<file path="config.mk">
export PLATFORM = sky130hd
export DESIGN_NAME = alu_pipe
export DESIGN_NICKNAME = d
export VERILOG_FILES = /design/src/rtl/alu_pkg.sv /design/src/rtl/alu_core.sv /design/src/rtl/alu_pipe.sv
export SDC_FILE = /design/constraint.sdc
export NUM_CORES = 1
export LEC_CHECK = 0
export BUFFER_PORTS_ARGS = -buffer_cell sky130_fd_sc_hd__buf_4
export CAP_MARGIN = 20
export CORE_MARGIN = 5
export CORE_UTILIZATION = 45
export CTS_CLUSTER_DIAMETER = 30
export DETAILED_ROUTE_END_ITERATION = 12
export PLACE_DENSITY = 0.65
export SYNTH_ARGS = -nofsm -noshare
export SYNTH_HDL_FRONTEND = slang
export SYNTH_SLANG_ARGS = --single-unit
</file>
<file path="constraint.sdc">
create_clock -name clk -period 2.93 [get_ports clk]
set_input_delay 0.293 -clock clk [delete_from_list [all_inputs] [get_ports clk]]
set_output_delay 0.293 -clock clk [all_outputs]
set_load 0.005 [all_outputs]
</file>
<file path="src/rtl/alu_pkg.sv">
`default_nettype none
// ============================================================================
// alu_pkg : op codes and flag bundle shared by alu_core and alu_pipe
// Rev 1.0
// ============================================================================
package alu_pkg;

    localparam int OPW = 3;

    typedef enum logic [OPW-1:0] {
        OP_ADD = 3'b000,
        OP_SUB = 3'b001,
        OP_AND = 3'b010,
        OP_OR  = 3'b011,
        OP_XOR = 3'b100,
        OP_SLT = 3'b101,
        OP_SLL = 3'b110,
        OP_SRL = 3'b111
    } op_e;

    typedef struct packed {
        logic carry;
        logic overflow;
        logic zero;
        logic slt;
    } flags_t;

endpackage : alu_pkg
`default_nettype wire

</file>
<file path="src/rtl/alu_core.sv">
`default_nettype none
// ============================================================================
// alu_core : combinational ALU datapath, result plus flag bundle
// Rev 1.0
// ============================================================================
module alu_core
    import alu_pkg::*;
#(
    parameter int WIDTH = 8
) (
    input  logic [WIDTH-1:0] a_i,
    input  logic [WIDTH-1:0] b_i,
    input  op_e              op_i,
    output logic [WIDTH-1:0] result_o,
    output flags_t           flags_o
);

    localparam int SHW = $clog2(WIDTH);

    logic [WIDTH:0]   sum_w;
    logic [WIDTH:0]   diff_w;
    logic [SHW-1:0]   shamt_w;
    logic             slt_w;

    assign sum_w   = {1'b0, a_i} + {1'b0, b_i};
    // Top bit of the widened difference is the unsigned borrow.
    assign diff_w  = {1'b0, a_i} - {1'b0, b_i};
    assign shamt_w = b_i[SHW-1:0];
    assign slt_w   = ($signed(a_i) < $signed(b_i));

    always_comb begin
        result_o         = '0;
        flags_o.carry    = 1'b0;
        flags_o.overflow = 1'b0;
        flags_o.slt      = 1'b0;
        case (op_i)
            OP_ADD: begin
                result_o         = sum_w[WIDTH-1:0];
                flags_o.carry    = sum_w[WIDTH];
                flags_o.overflow = (a_i[WIDTH-1] == b_i[WIDTH-1]) &&
                                   (sum_w[WIDTH-1] != a_i[WIDTH-1]);
            end
            OP_SUB: begin
                result_o         = diff_w[WIDTH-1:0];
                flags_o.carry    = diff_w[WIDTH];
                flags_o.overflow = (a_i[WIDTH-1] != b_i[WIDTH-1]) &&
                                   (diff_w[WIDTH-1] != a_i[WIDTH-1]);
            end
            OP_AND: result_o = a_i & b_i;
            OP_OR:  result_o = a_i | b_i;
            OP_XOR: result_o = a_i ^ b_i;
            OP_SLT: begin
                result_o    = {{(WIDTH-1){1'b0}}, slt_w};
                flags_o.slt = slt_w;
            end
            OP_SLL: result_o = a_i << shamt_w;
            OP_SRL: result_o = a_i >> shamt_w;
            default: result_o = '0;
        endcase
        flags_o.zero = (result_o == '0);
    end

endmodule : alu_core
`default_nettype wire

</file>
<file path="src/rtl/alu_pipe.sv">
`default_nettype none
// ============================================================================
// alu_pipe : two-stage valid/ready ALU with registered flags and op counter
// Rev 1.0
// ============================================================================
module alu_pipe
    import alu_pkg::*;
#(
    parameter int WIDTH = 8,
    parameter int CNTW  = 16
) (
    input  logic             clk,
    input  logic             rst_n,
    input  logic [WIDTH-1:0] data_in1,
    input  logic [WIDTH-1:0] data_in2,
    input  logic [OPW-1:0]   op_code,
    input  logic             valid_data,
    output logic             ready_in,
    output logic [WIDTH-1:0] data_out,
    output logic             valid_out,
    input  logic             ready_out,
    output logic             carry_out,
    output logic             overflow_flag,
    output logic             zero_flag,
    output logic             slt_flag,
    output logic [CNTW-1:0]  op_count
);

    logic [WIDTH-1:0] a_q, b_q;
    op_e              op_q;
    logic             s1_v_q;

    logic [WIDTH-1:0] res_q;
    flags_t           flags_q;
    logic             s2_v_q;
    logic [CNTW-1:0]  cnt_q, cnt_d;

    logic [WIDTH-1:0] res_d;
    flags_t           flags_d;
    logic             en1, en2;

    // A stage may advance when it is empty or the stage after it is moving.
    assign en2      = ~s2_v_q | ready_out;
    assign en1      = ~s1_v_q | en2;
    assign ready_in = en1;

    alu_core #(
        .WIDTH (WIDTH)
    ) u_core (
        .a_i      (a_q),
        .b_i      (b_q),
        .op_i     (op_q),
        .result_o (res_d),
        .flags_o  (flags_d)
    );

    always_ff @(posedge clk or negedge rst_n) begin
        if (!rst_n) begin
            a_q    <= '0;
            b_q    <= '0;
            op_q   <= OP_ADD;
            s1_v_q <= 1'b0;
        end else if (en1) begin
            a_q    <= data_in1;
            b_q    <= data_in2;
            op_q   <= op_e'(op_code);
            s1_v_q <= valid_data;
        end
    end

    always_ff @(posedge clk or negedge rst_n) begin
        if (!rst_n) begin
            res_q   <= '0;
            flags_q <= '0;
            s2_v_q  <= 1'b0;
        end else if (en2) begin
            res_q   <= res_d;
            flags_q <= flags_d;
            s2_v_q  <= s1_v_q;
        end
    end

    always_comb begin
        cnt_d = cnt_q;
        if (s2_v_q && ready_out && (cnt_q != {CNTW{1'b1}}))
            cnt_d = cnt_q + 1'b1;
    end

    always_ff @(posedge clk or negedge rst_n) begin
        if (!rst_n) cnt_q <= '0;
        else        cnt_q <= cnt_d;
    end

    assign data_out      = res_q;
    assign valid_out     = s2_v_q;
    assign carry_out     = flags_q.carry;
    assign overflow_flag = flags_q.overflow;
    assign zero_flag     = flags_q.zero;
    assign slt_flag      = flags_q.slt;
    assign op_count      = cnt_q;

endmodule : alu_pipe
`default_nettype wire

</file>
Yosys cells after proc, flatten, opt, wreduce, memory -nomap -nowiden
Index checks and enable logic that the tools add are counted.
Storage, ports and cells
  bits in registers: 49
  input bits: 23
  output and inout bits: 30
  word-level logic and storage cells: 45
Operators by class
  $add $sub $neg: 3
  magnitude comparators: 1
  eq/ne operators: 12
  shifts and indexed selects: 2
  multiplexer cells: 3
  bitwise logic cells: 7
  reductions and logical operators: 6
Operators with widths (number)
  8-bit case mux with 8 select lines: 1
  16-bit by 1-bit adder with 16-bit output (second input constant): 1
  16-bit != test (second input constant): 1
  3-bit equality test (second input constant): 4
  8-bit by 8-bit adder with 9-bit output: 1
  8-bit by 8-bit subtractor with 9-bit output: 1
  8-bit AND: 1
  8-bit logical NOT: 1
  8-bit < comparator: 1
  8-bit bitwise OR: 1
  8-bit by 3-bit << shifter with 8-bit output: 1
  8-bit by 3-bit >> shifter with 8-bit output: 1
  8-bit XOR: 1
  3-bit by 2-bit equality test with 1-bit output (second input constant): 2
  1-bit logical AND: 4
  2-bit case mux with 2 select lines: 1
  3-bit by 1-bit equality test with 1-bit output (second input constant): 1
  3-bit logical NOT: 1
  1-bit != test: 3
  1-bit inverter: 2
  1-bit bitwise OR: 2
  1-bit equality test: 1
  1-bit two-way mux: 1

Depth between registers and ports, before layout
Gate-level depths: netlist of the first run.
  word-level depth: 4
  mapped depth: 11
  depth with buffers taken out: 11

Modules after synthesis
Synthesis of the first run repeated with hierarchy kept, for this count alone.
Unflattened totals
  cell total of the unflattened synthesis: 387
  area total of the unflattened synthesis: 3768.6 um^2
Modules (own cells, without submodules)
  alu_pipe: times used 1, cells an instance 142, area each 2045.7 um^2, seq. area each 1226.2 um^2
  alu_core: times used 1, cells an instance 245, area each 1722.9 um^2, seq. area each 0.0 um^2

Least setup slack after synthesis of the first run
Ideal clock, no wire load.
  kind: flip-flop to flip-flop
  start point: reg b_q[1]
  end point: reg res_q[7] (netlist: data_out[7])
  library setup time: 125 ps
  data arrival time: 2477 ps
  required time: 2805 ps
  setup slack: 328 ps
  cell stages (with the launch flop): 12
  buffers on the path: 1
  period minus slack after synthesis: 2602 ps
  cell sequence: dfrtp_1 -> buf_2 -> inv_1 -> ha_1 -> o21bai_1 -> a21oi_1 -> o31ai_1 -> a221oi_1 -> xnor2_1 -> a21oi_1 -> a21oi_1 -> mux2_2
On the way
  longest elaborated chain between the ends: 2
  elaborated cells between the ends (all ways): 5
  classes of those cells: 2 x add/sub; 2 x shift; 1 x mux
Ends and longest elaborated chain
  from (decl): line alu_pipe.sv:29  | logic [WIDTH-1:0] a_q, b_q;
  from (signal assigned): line alu_pipe.sv:65  | b_q <= data_in2;
  8-bit by 8-bit subtractor with 9-bit output (tied with other cells): line alu_core.sv:27  | assign diff_w = {1'b0, a_i} - {1'b0, b_i};
  8-bit case mux with 8 select lines (*): line alu_core.sv:36  | case (op_i)
  to (signal assigned): line alu_pipe.sv:77  | res_q <= res_d;
  to (decl): line alu_pipe.sv:33  | logic [WIDTH-1:0] res_q;
Every way passes the cells marked *; elsewhere a longest branch is shown, timed or not.
A chain may end at the register's enable or synchronous reset.

Worst setup path after layout of the first run
  start point: reg a_q[0]
  end point: reg flags_q (netlist bit zero_flag)
On the way
  longest elaborated chain between the ends: 3
  elaborated cells between the ends (all ways): 10
  classes of those cells: 2 x add/sub; 1 x order compare; 2 x shift; 1 x mux; 3 x bitwise; 1 x reduce/logical
Ends and longest elaborated chain
  from (decl): line alu_pipe.sv:29
  from (signal assigned): line alu_pipe.sv:64  | a_q <= data_in1;
  8-bit by 8-bit subtractor with 9-bit output (tied with other cells): line alu_core.sv:27
  8-bit case mux with 8 select lines (*): line alu_core.sv:36
  8-bit logical NOT (*): line alu_core.sv:60  | flags_o.zero = (result_o == '0);
  to (signal assigned): line alu_pipe.sv:78  | flags_q <= flags_d;
  to (decl): line alu_pipe.sv:34  | flags_t flags_q;
Marked as above.

==> run metrics, run 1 <==
run status complete, but fails checks; violated checks negative hold slack; sequential fraction of design power 0.388; global-route wire length before repair 16400 um; sequential-to-total area share from yosys stat 0.339; hold violation total from the final report 13; Psw 0.892 mW; clock edge transition at the registers on the reported setup and hold paths 0.10 ns; Rel. slew slack 0.571; Remaining DRCs 0; initial DRC count 293; type of element launching the critical path register; share of power burned in the clock network 0.179; fraction of the mapped netlist area in adder cells 0.101; synth warn 0; Synth Area in XOR/XNOR 0.0557; Most used DFF post-synth sky130_fd_sc_hd__dfrtp_1; number of antenna-violating nets in the routed design 0; DP Wirelength 7840 um; vias after detailed routing 3313; count of distinct cell types in the synthesized netlist 59; netlist area before placement 3620 um^2; Peak VDD IR 320 uV; Chip Width 99.6 um; Die Y 99.6 um; total number of clock tree sinks 49; Worst-Skew Late Latency 0.31 ns; area overhead of the layout relative to synthesis 18.3%; Fin Setup TNS 0 ns; Crit path required time 3.16 ns; number of top-level design ports 53; Setup Buffers After CTS 0; number of vias per cell after detailed routing 5.92; start-to-end type of the worst setup path reg2reg; CTS tree yes; max_cap viols 0; wire per inst 18.1 um; Initial Util 0.466; number of failing setup endpoints in the final timing report 0; CP endpoint kind register; critical path data arrival time 2.92 ns; number of synthesized flops with an enable pin 0; slew at the pin closest to its max-slew limit 0.643 ns; Clock H-tree levels 2; sequential standard cell area 1230 um^2; total die area 9930 um^2; synthesized net count 450; placeable core region 7770 um^2; post-route insts no fill 560; LEAKAGE 1.96 nW; Port Buf Inserts 52; area of the multi-input gates 2200 um^2; maximum clock frequency 372 MHz; hold slack final -0.00515 ns; aggregate global routing overflow 0; per-instance average area after synthesis 9.06 um^2; largest net degree at the start of global routing 50; CTS buffer count 5; count of nets after finishing 508; Cell Int Power 1.45 mW; Bufs on Longest Clock Path 2; power density relative to cell area 547 nW/um^2; area share of and/or/nand/nor cells after synthesis 0.171; number of instances in the placed design 552; ys async rst share 1.00; Layout fillers 751; Final Max Tran Viols 0; min Tclk post-route 2.69 ns; GPL Wtd Cong 1.02; length of the first detailed-routing pass in iterations 5; share of cell area taken by muxes after synthesis 0.0855; area fraction in compound gates after synthesis 0.194; root cell of the clock tree sky130_fd_sc_hd__clkbuf_8; Worst Clk Skew 0.00385 ns; initial antenna violation count 0; Worst Hold Class in2async; fraction of layout instances using a drive strength above 1 0.225; RSZ-0062 raised after global routing no; largest family of logic cells by synthesized area compound AO/OA/AOI/OAI gates; number of cells produced by synthesis 399; Sw Share 0.382; share of power burned in combinational logic 0.433; Row Count 32; post-route clock period utilization 0.918; peak fanout along the critical path 6; flip-flop and latch count after synthesis 49; total wirelength of the detailed-routed design 10100 um; antenna cells 0; vias in the first global route 3153; Global Route Usage Sum 0.207
critical path: stages, from the launching register on:
cell,delay (ns)
sky130_fd_sc_hd__dfrtp_2,0.45
sky130_fd_sc_hd__ha_1,0.26
sky130_fd_sc_hd__fa_1,0.42
sky130_fd_sc_hd__a21o_1,0.17
sky130_fd_sc_hd__a21oi_1,0.26
sky130_fd_sc_hd__mux2_2,0.38
sky130_fd_sc_hd__o31ai_2,0.07
sky130_fd_sc_hd__nor2_1,0.08
sky130_fd_sc_hd__nor4b_2,0.22
sky130_fd_sc_hd__nand3b_1,0.12
sky130_fd_sc_hd__o31ai_2,0.17
kinds of logic (layout without fill, tap and decap cells):
group	after synthesis	count (layout)
AO/OA/AOI/OAI	105	105
XOR/XNOR	23	23
adder cells (fa/ha/maj)	28	28
buffers and inverters	47	106
flip-flops	49	49
multiplexers	21	21
AND/OR/NAND/NOR	126	126
through the flow:
stage / setup slack, ns / hold slack [ns] / utilization / cell area (um^2) / total power [mW]
floorplan: 0.328 / -0.00259 / - / 3620 / 1.52
global placement: 0.223 / 0.353 / 0.539 / 4190 / 1.91
detailed placement: 0.141 / 0.365 / 0.539 / 4190 / 1.92
CTS: 0.109 / 0.0202 / 0.550 / 4280 / 2.35
global route: 0.0550 / 0.0463 / 0.551 / 4280 / 2.50
finish: 0.239 / -0.00515 / 0.551 / 4280 / 2.34
flip-flops by register name, summed over array words and instances, names as in the netlist:
register,count
op_count,16
a_q,8
b_q,8
data_out,8
op_q,3
carry_out,1
overflow_flag,1
s1_v_q,1
slt_flag,1
valid_out,1
zero_flag,1
placed cells by master (no fill, tap or decap), drive strengths merged, types with 3 or more instances in the layout:
master / n
buf: 72
dfrtp: 49
nand2: 46
o21ai: 30
a21oi: 26
ha: 26
inv: 26
nor2: 23
xnor2: 20
nand3: 13
mux2: 9
nand2b: 9
nor3: 8
o31ai: 8
mux4: 7
clkbuf: 6
nor2b: 5
mux2i: 5
nor4: 5
a211oi: 5
o22ai: 4
a22o: 4
and2: 4
a22oi: 3
and4: 3
xor2: 3
worst paths after layout:
| path | from | endpoint | slack (ns) | cells past startpoint |
|---|---|---|---|---|
| setup / recovery | a_q[0]$_DFFE_PN0P_ | zero_flag$_DFFE_PN0P_ | 0.24 | 10 |
| hold / removal | rst_n | op_q[2]$_DFFE_PN0P_ | -0.005 | 1 |
| setup reg to reg | a_q[0]$_DFFE_PN0P_ | zero_flag$_DFFE_PN0P_ | 0.24 | 10 |
| hold reg to reg | s1_v_q$_DFFE_PN0P_ | valid_out$_DFFE_PN0P_ | 0.48 | 1 |
| max in group asynchronous | rst_n | a_q[0]$_DFFE_PN0P_ | 2.49 | 1 |
| min in group clk | valid_data | s1_v_q$_DFFE_PN0P_ | 0.17 | 2 |
power groups by stage:
stage	registers (mW)	logic [mW]	clock network, mW
detailed placement	0.922	1.00	0
CTS	0.909	1.01	0.434
floorplan	0.906	0.613	0
global route	0.930	1.11	0.457
finish	0.908	1.01	0.418
global placement	0.915	0.998	0
per-layer routing:
layer	up-vias	GRT usage	wire length (um)
li1	1532	-	-
met1	1623	0.306	4670
met2	139	0.315	4500
met3	19	0.0309	694
met4	0	0.0578	250
met5	-	0	0
final cells by class:
cell class                      instances  share of cell area
Sequential cell                        49               0.287
Timing Repair Buffer                   72               0.126
Tap cell                              102              0.0298
Multi-Input combinational cell        303               0.514
Inverter                               26              0.0228
Clock buffer                            6              0.0170
Clock inverter                          2             0.00322
synth_stat cells (all sizes together), types with 10 or more instances:
cell	count	share of area
nor2	23	0.024
dfrtp	49	0.34
nand2	46	0.048
o21ai	30	0.042
ha	26	0.090
a21oi	26	0.036
nand3	13	0.018
buf	10	0.015
inv	25	0.026
xnor2	20	0.048
clkbuf	11	0.011
repair_timing:
| item | in CTS | in global routing |
|---|---|---|
| resized for setup | 0 | 1 |
| setup endpoints to repair | 0 | 1 |
| hold buffers | 0 | 0 |
No activity file was read; power rests on OpenSTA's default activity.
==> run 2: changes to the inputs <==
Settings changed: HOLD_SLACK_MARGIN set to 0.08, PLACE_DENSITY 0.65 to 0.68.
==> run metrics, run 2 (synthesis gave the netlist of run 1 again) <==
power density relative to cell area 547 nW/um^2; hold violation total from the final report 0; number of antenna-violating nets in the routed design 0; number of flip-flops under the largest register name 16; Die Y 99.6 um; total number of clock tree sinks 49; clock edge transition at the registers on the reported setup and hold paths 0.11 ns; wire per inst 17.4 um; Row Count 32; CP endpoint kind register; CTS tree yes; Initial Util 0.466; max_cap viols 0; DP Wirelength 7510 um; Crit path required time 3.17 ns; Worst-Skew Late Latency 0.33 ns; run status completed; Remaining DRCs 0; start-to-end type of the worst setup path reg2reg; number of vias per cell after detailed routing 5.77; root cell of the clock tree sky130_fd_sc_hd__clkbuf_8; PnR Total Power 2.36 mW; fraction of layout instances using a drive strength above 1 0.232; total die area 9930 um^2; antenna cells 0; peak fanout along the critical path 3; number of failing setup endpoints in the final timing report 0; Rel. slew slack 0.572; CTS buffer count 5; Worst Hold Class in2reg; cells on worst reg2reg path 11; type of element launching the critical path register; post-route clock period utilization 0.931; most common library cell in the layout ignoring fill and taps sky130_fd_sc_hd__buf_4; commonest cells after routing, fill and taps aside sky130_fd_sc_hd__buf_4 (74), sky130_fd_sc_hd__dfrtp_1 (48), sky130_fd_sc_hd__nand2_1 (46); Chip Width 99.6 um; aggregate global routing overflow 0; vias in the first global route 3270; Fin Setup TNS 0 ns; GPL Wtd Cong 1.05; Worst Hold Depth 2; Clock H-tree levels 2; Post-Place Cell Area 4200 um^2; number of top-level design ports 53; initial DRC count 247; count of nets after finishing 511; initial antenna violation count 0; global-route wire length before repair 16500 um; maximum clock frequency 367 MHz; largest net degree at the start of global routing 50; final non-filler cell area 4320 um^2; min Tclk post-route 2.73 ns; vias after detailed routing 3251; Port Buf Inserts 52; Global Route Usage Sum 0.207; critical path data arrival time 2.96 ns; Peak VDD IR 270 uV; length of the first detailed-routing pass in iterations 4; placeable core region 7770 um^2; area overhead of the layout relative to synthesis 19.3%; LEAKAGE 1.98 nW; final core utilization 0.556; Worst Clk Skew 0.0121 ns; total wirelength of the detailed-routed design 9780 um; slew at the pin closest to its max-slew limit 0.642 ns; Bufs on Longest Clock Path 2; Final Max Tran Viols 0
-- run 2: changes by cell type in the layout (fill, tap and decap cells not counted), sizes merged --
| cell | delta |
|---|---|
| buf | +2 |
| dlygate4sd3 | +1 |
| inv | +1 |
| clkbuf | -1 |
-- run 2: worst max-delay path, cell delays in order (launching register included) --
cell and delay, ns:
sky130_fd_sc_hd__dfrtp_2 0.39, sky130_fd_sc_hd__inv_1 0.07, sky130_fd_sc_hd__ha_1 0.23, sky130_fd_sc_hd__fa_1 0.41, sky130_fd_sc_hd__o21bai_1 0.16, sky130_fd_sc_hd__a21oi_1 0.14, sky130_fd_sc_hd__or2_2 0.30, sky130_fd_sc_hd__a311oi_2 0.31
sky130_fd_sc_hd__nor2_1 0.10, sky130_fd_sc_hd__nor4b_2 0.27, sky130_fd_sc_hd__nand3b_1 0.11, sky130_fd_sc_hd__o31ai_2 0.17
-- run 2: final timing paths --
kind / end / from / slack [ns]
max in group asynchronous: a_q[0]$_DFFE_PN0P_ / rst_n / 1.96
setup / recovery: zero_flag$_DFFE_PN0P_ / a_q[0]$_DFFE_PN0P_ / 0.20
setup reg to reg: zero_flag$_DFFE_PN0P_ / a_q[0]$_DFFE_PN0P_ / 0.20
hold reg to reg: data_out[1]$_DFFE_PN0P_ / data_out[1]$_DFFE_PN0P_ / 0.49
hold / removal: s1_v_q$_DFFE_PN0P_ / valid_data / 0.15
min in group asynchronous: b_q[1]$_DFFE_PN0P_ / rst_n / 0.52
-- run 2: layout make-up --
| class | instances | area [um^2] |
|---|---|---|
| inverters | 26 | 97.6 |
| flip-flops and latches | 49 | 1230 |
| clock buffers | 5 | 68.8 |
| well taps | 102 | 128 |
| multi-input cells | 303 | 2200 |
| repair buffers | 75 | 566 |
| clock inverters | 3 | 28.8 |
| fillers | 754 | 3450 |
-- run 2: report_power, final --
group	switching (mW)	total [mW]	leakage (nW)	internal (mW)
Clock	0.268	0.447	0.0506	0.179
Combinational	0.522	1.01	1.32	0.488
Sequential	0.115	0.905	0.611	0.790
-- run 2: metal layers --
layer / up-vias / global-route usage / part of all wire
met1: 1555 / 0.291 / 0.44
met2: 142 / 0.325 / 0.46
met5: - / 0 / 0
met4: 0 / 0.0725 / 0.024
met3: 18 / 0.0316 / 0.075
li1: 1536 / - / -
-- run 2: stage by stage --
stage	worst slack, ns	cells	hold WS (ns)
CTS	0.108	562	0.145
finish	0.202	563	0.152
global placement	0.185	553	0.359
detailed placement	0.138	553	0.362
global route	-0.0107	563	0.151
floorplan	0.328	399	-0.00259
-- run 2: timing repair --
item	CTS	global route
endpoints found under the setup margin	0	2
resized for setup	0	2
endpoints found under the hold margin	49	0
hold buffers	1	0
setup buffers	0	1
==> run 3: changes to the inputs <==
Settings changed: PLACE_DENSITY 0.68 to 0.76, REMOVE_ABC_BUFFERS set to 1.
==> run metrics, run 3 (synthesis gave the netlist of run 1 again) <==
Global Route Usage Sum 0.212; start-to-end type of the worst setup path reg2reg; Fin Setup TNS 0 ns; RSZ-0062 raised after global routing no; CTS tree yes; root cell of the clock tree sky130_fd_sc_hd__clkbuf_8; Worst Slack Setup Final 0.143 ns; Worst Clk Skew 0.0119 ns; CP endpoint kind register; Chip Width 99.6 um; run status completed; initial DRC count 304; r2r startpoint a_q[0]$_DFFE_PN0P_; DP Wirelength 7840 um; Psw 0.892 mW; total number of clock tree sinks 49; fraction of layout instances using a drive strength above 1 0.232; Final Max Tran Viols 0; vias after detailed routing 3267; maximum clock frequency 359 MHz; initial antenna violation count 0; clock edge transition at the registers on the reported setup and hold paths 0.10 ns; power density relative to cell area 560 nW/um^2; aggregate global routing overflow 0; hold violation total from the final report 0; Clock H-tree levels 2; final core utilization 0.558; number of failing setup endpoints in the final timing report 0; flop2flop setup slack 0.14 ns; Die Y 99.6 um; Port Buf Inserts 52; min Tclk post-route 2.79 ns; Bufs on Longest Clock Path 2; largest net degree at the start of global routing 50; area overhead of the layout relative to synthesis 19.9%; count of nets after finishing 512; critical path data arrival time 3.02 ns; length of the first detailed-routing pass in iterations 5; peak fanout along the critical path 6; wire per inst 18.0 um; LEAKAGE 1.99 nW; Worst Hold Depth 2; antenna cells 0; Setup WS pre-CTS 0.0959 ns; Worst Hold Class in2reg; GPL Wtd Cong 1.04; Cell Int Power 1.53 mW; Peak VDD IR 260 uV; Row Count 32; number of antenna-violating nets in the routed design 0; end point of the worst hold path s1_v_q$_DFFE_PN0P_; Rel. slew slack 0.559; number of flip-flops under the largest register name 16; Worst-Skew Late Latency 0.32 ns; Initial Util 0.466; post-route clock period utilization 0.951; endpoint of the lowest-slack register-to-register path zero_flag$_DFFE_PN0P_; Sw Share 0.368; Remaining DRCs 0; total die area 9930 um^2; placeable core region 7770 um^2; most common library cell in the layout ignoring fill and taps sky130_fd_sc_hd__buf_4; max_cap viols 0; Crit path required time 3.16 ns; global-route wire length before repair 16700 um; cells on worst reg2reg path 11; number of top-level design ports 53; PnR Total Power 2.43 mW; share of power burned in the clock network 0.209; Hold Crit Start valid_data; commonest cells after routing, fill and taps aside sky130_fd_sc_hd__buf_4 (75), sky130_fd_sc_hd__dfrtp_1 (48), sky130_fd_sc_hd__nand2_1 (46); Setup Buffers After CTS 0; total wirelength of the detailed-routed design 10200 um; number of vias per cell after detailed routing 5.79; sequential fraction of design power 0.372; share of power burned in combinational logic 0.419; slew at the pin closest to its max-slew limit 0.661 ns; vias in the first global route 3184; type of element launching the critical path register; CTS buffer count 5
==> run 3: changes by cell type in the layout (fill, tap and decap cells not counted) <==
cell                        previous run  this run
sky130_fd_sc_hd__buf_4                74        75
sky130_fd_sc_hd__ha_2                  1         0
sky130_fd_sc_hd__bufinv_16             0         1
sky130_fd_sc_hd__ha_1                 25        26
sky130_fd_sc_hd__clkinv_4              1         0
sky130_fd_sc_hd__clkinv_2              0         1
sky130_fd_sc_hd__inv_8                 1         0
==> run 3: power groups by stage <==
| stage | logic (mW) | registers, mW | clock network [mW] |
|---|---|---|---|
| detailed placement | 1.00 | 0.917 | 0 |
| global route | 1.11 | 0.922 | 0.553 |
| CTS | 1.01 | 0.903 | 0.528 |
| finish | 1.02 | 0.902 | 0.508 |
| global placement | 0.994 | 0.909 | 0 |
| floorplan | 0.561 | 0.939 | 0 |
==> run 3: per-layer routing <==
| layer | track usage | up-vias | part of all wire |
|---|---|---|---|
| met5 | 0 | - | 0 |
| met4 | 0.0536 | 0 | 0.016 |
| met3 | 0.0372 | 17 | 0.081 |
| met2 | 0.323 | 169 | 0.45 |
| met1 | 0.311 | 1546 | 0.46 |
| li1 | - | 1535 | - |
==> run 3: area by class of cell <==
| class | count | area [um^2] |
|---|---|---|
| Clock buffer | 5 | 68.8 |
| Multi-Input combinational cell | 303 | 2200 |
| Tap cell | 102 | 128 |
| Inverter | 26 | 97.6 |
| Sequential cell | 49 | 1230 |
| Timing Repair Buffer | 76 | 573 |
| Fill cell | 732 | 3430 |
| Clock inverter | 3 | 43.8 |
==> run 3: worst max-delay path by stage <==
stage | to | cells past startpoint | slack [ns] | startpoint
4_1_cts | zero_flag$_DFFE_PN0P_ | 11 | 0.1 | a_q[0]$_DFFE_PN0P_
2_1_floorplan | data_out[7]$_DFFE_PN0P_ | 10 | 0.11 | b_q[1]$_DFFE_PN0P_
3_5_place_dp | zero_flag$_DFFE_PN0P_ | 11 | 0.1 | a_q[0]$_DFFE_PN0P_
6_report | zero_flag$_DFFE_PN0P_ | 11 | 0.14 | a_q[0]$_DFFE_PN0P_
5_1_grt | data_out[7]$_DFFE_PN0P_ | 10 | 0.02 | a_q[2]$_DFFE_PN0P_
3_3_place_gp | zero_flag$_DFFE_PN0P_ | 11 | 0.23 | a_q[0]$_DFFE_PN0P_
==> run 3: worst max-delay path, cell delays in order (launching register included) <==
cell	delay [ns]
sky130_fd_sc_hd__dfrtp_2	0.42
sky130_fd_sc_hd__inv_1	0.08
sky130_fd_sc_hd__ha_1	0.23
sky130_fd_sc_hd__fa_1	0.42
sky130_fd_sc_hd__o21bai_1	0.16
sky130_fd_sc_hd__a21oi_1	0.12
sky130_fd_sc_hd__or2_2	0.29
sky130_fd_sc_hd__a311oi_2	0.30
sky130_fd_sc_hd__nor2_1	0.10
sky130_fd_sc_hd__nor4b_2	0.27
sky130_fd_sc_hd__nand3b_1	0.12
sky130_fd_sc_hd__o31ai_2	0.19
==> run 3: repair_timing <==
item | CTS | global route
endpoints found under the setup margin | 0 | 2
endpoints found under the hold margin | 49 | 0
gates resized for setup | 0 | 1
hold buffers | 1 | 0
==> run 3: metrics by stage <==
stage	std cells	cell area, um^2	hold slack [ns]
3_3_place_gp	555	4210	0.351
3_5_place_dp	555	4210	0.357
4_1_cts	564	4330	0.163
6_report	564	4340	0.164
2_1_floorplan	378	3520	-0.00259
5_1_grt	564	4340	0.176
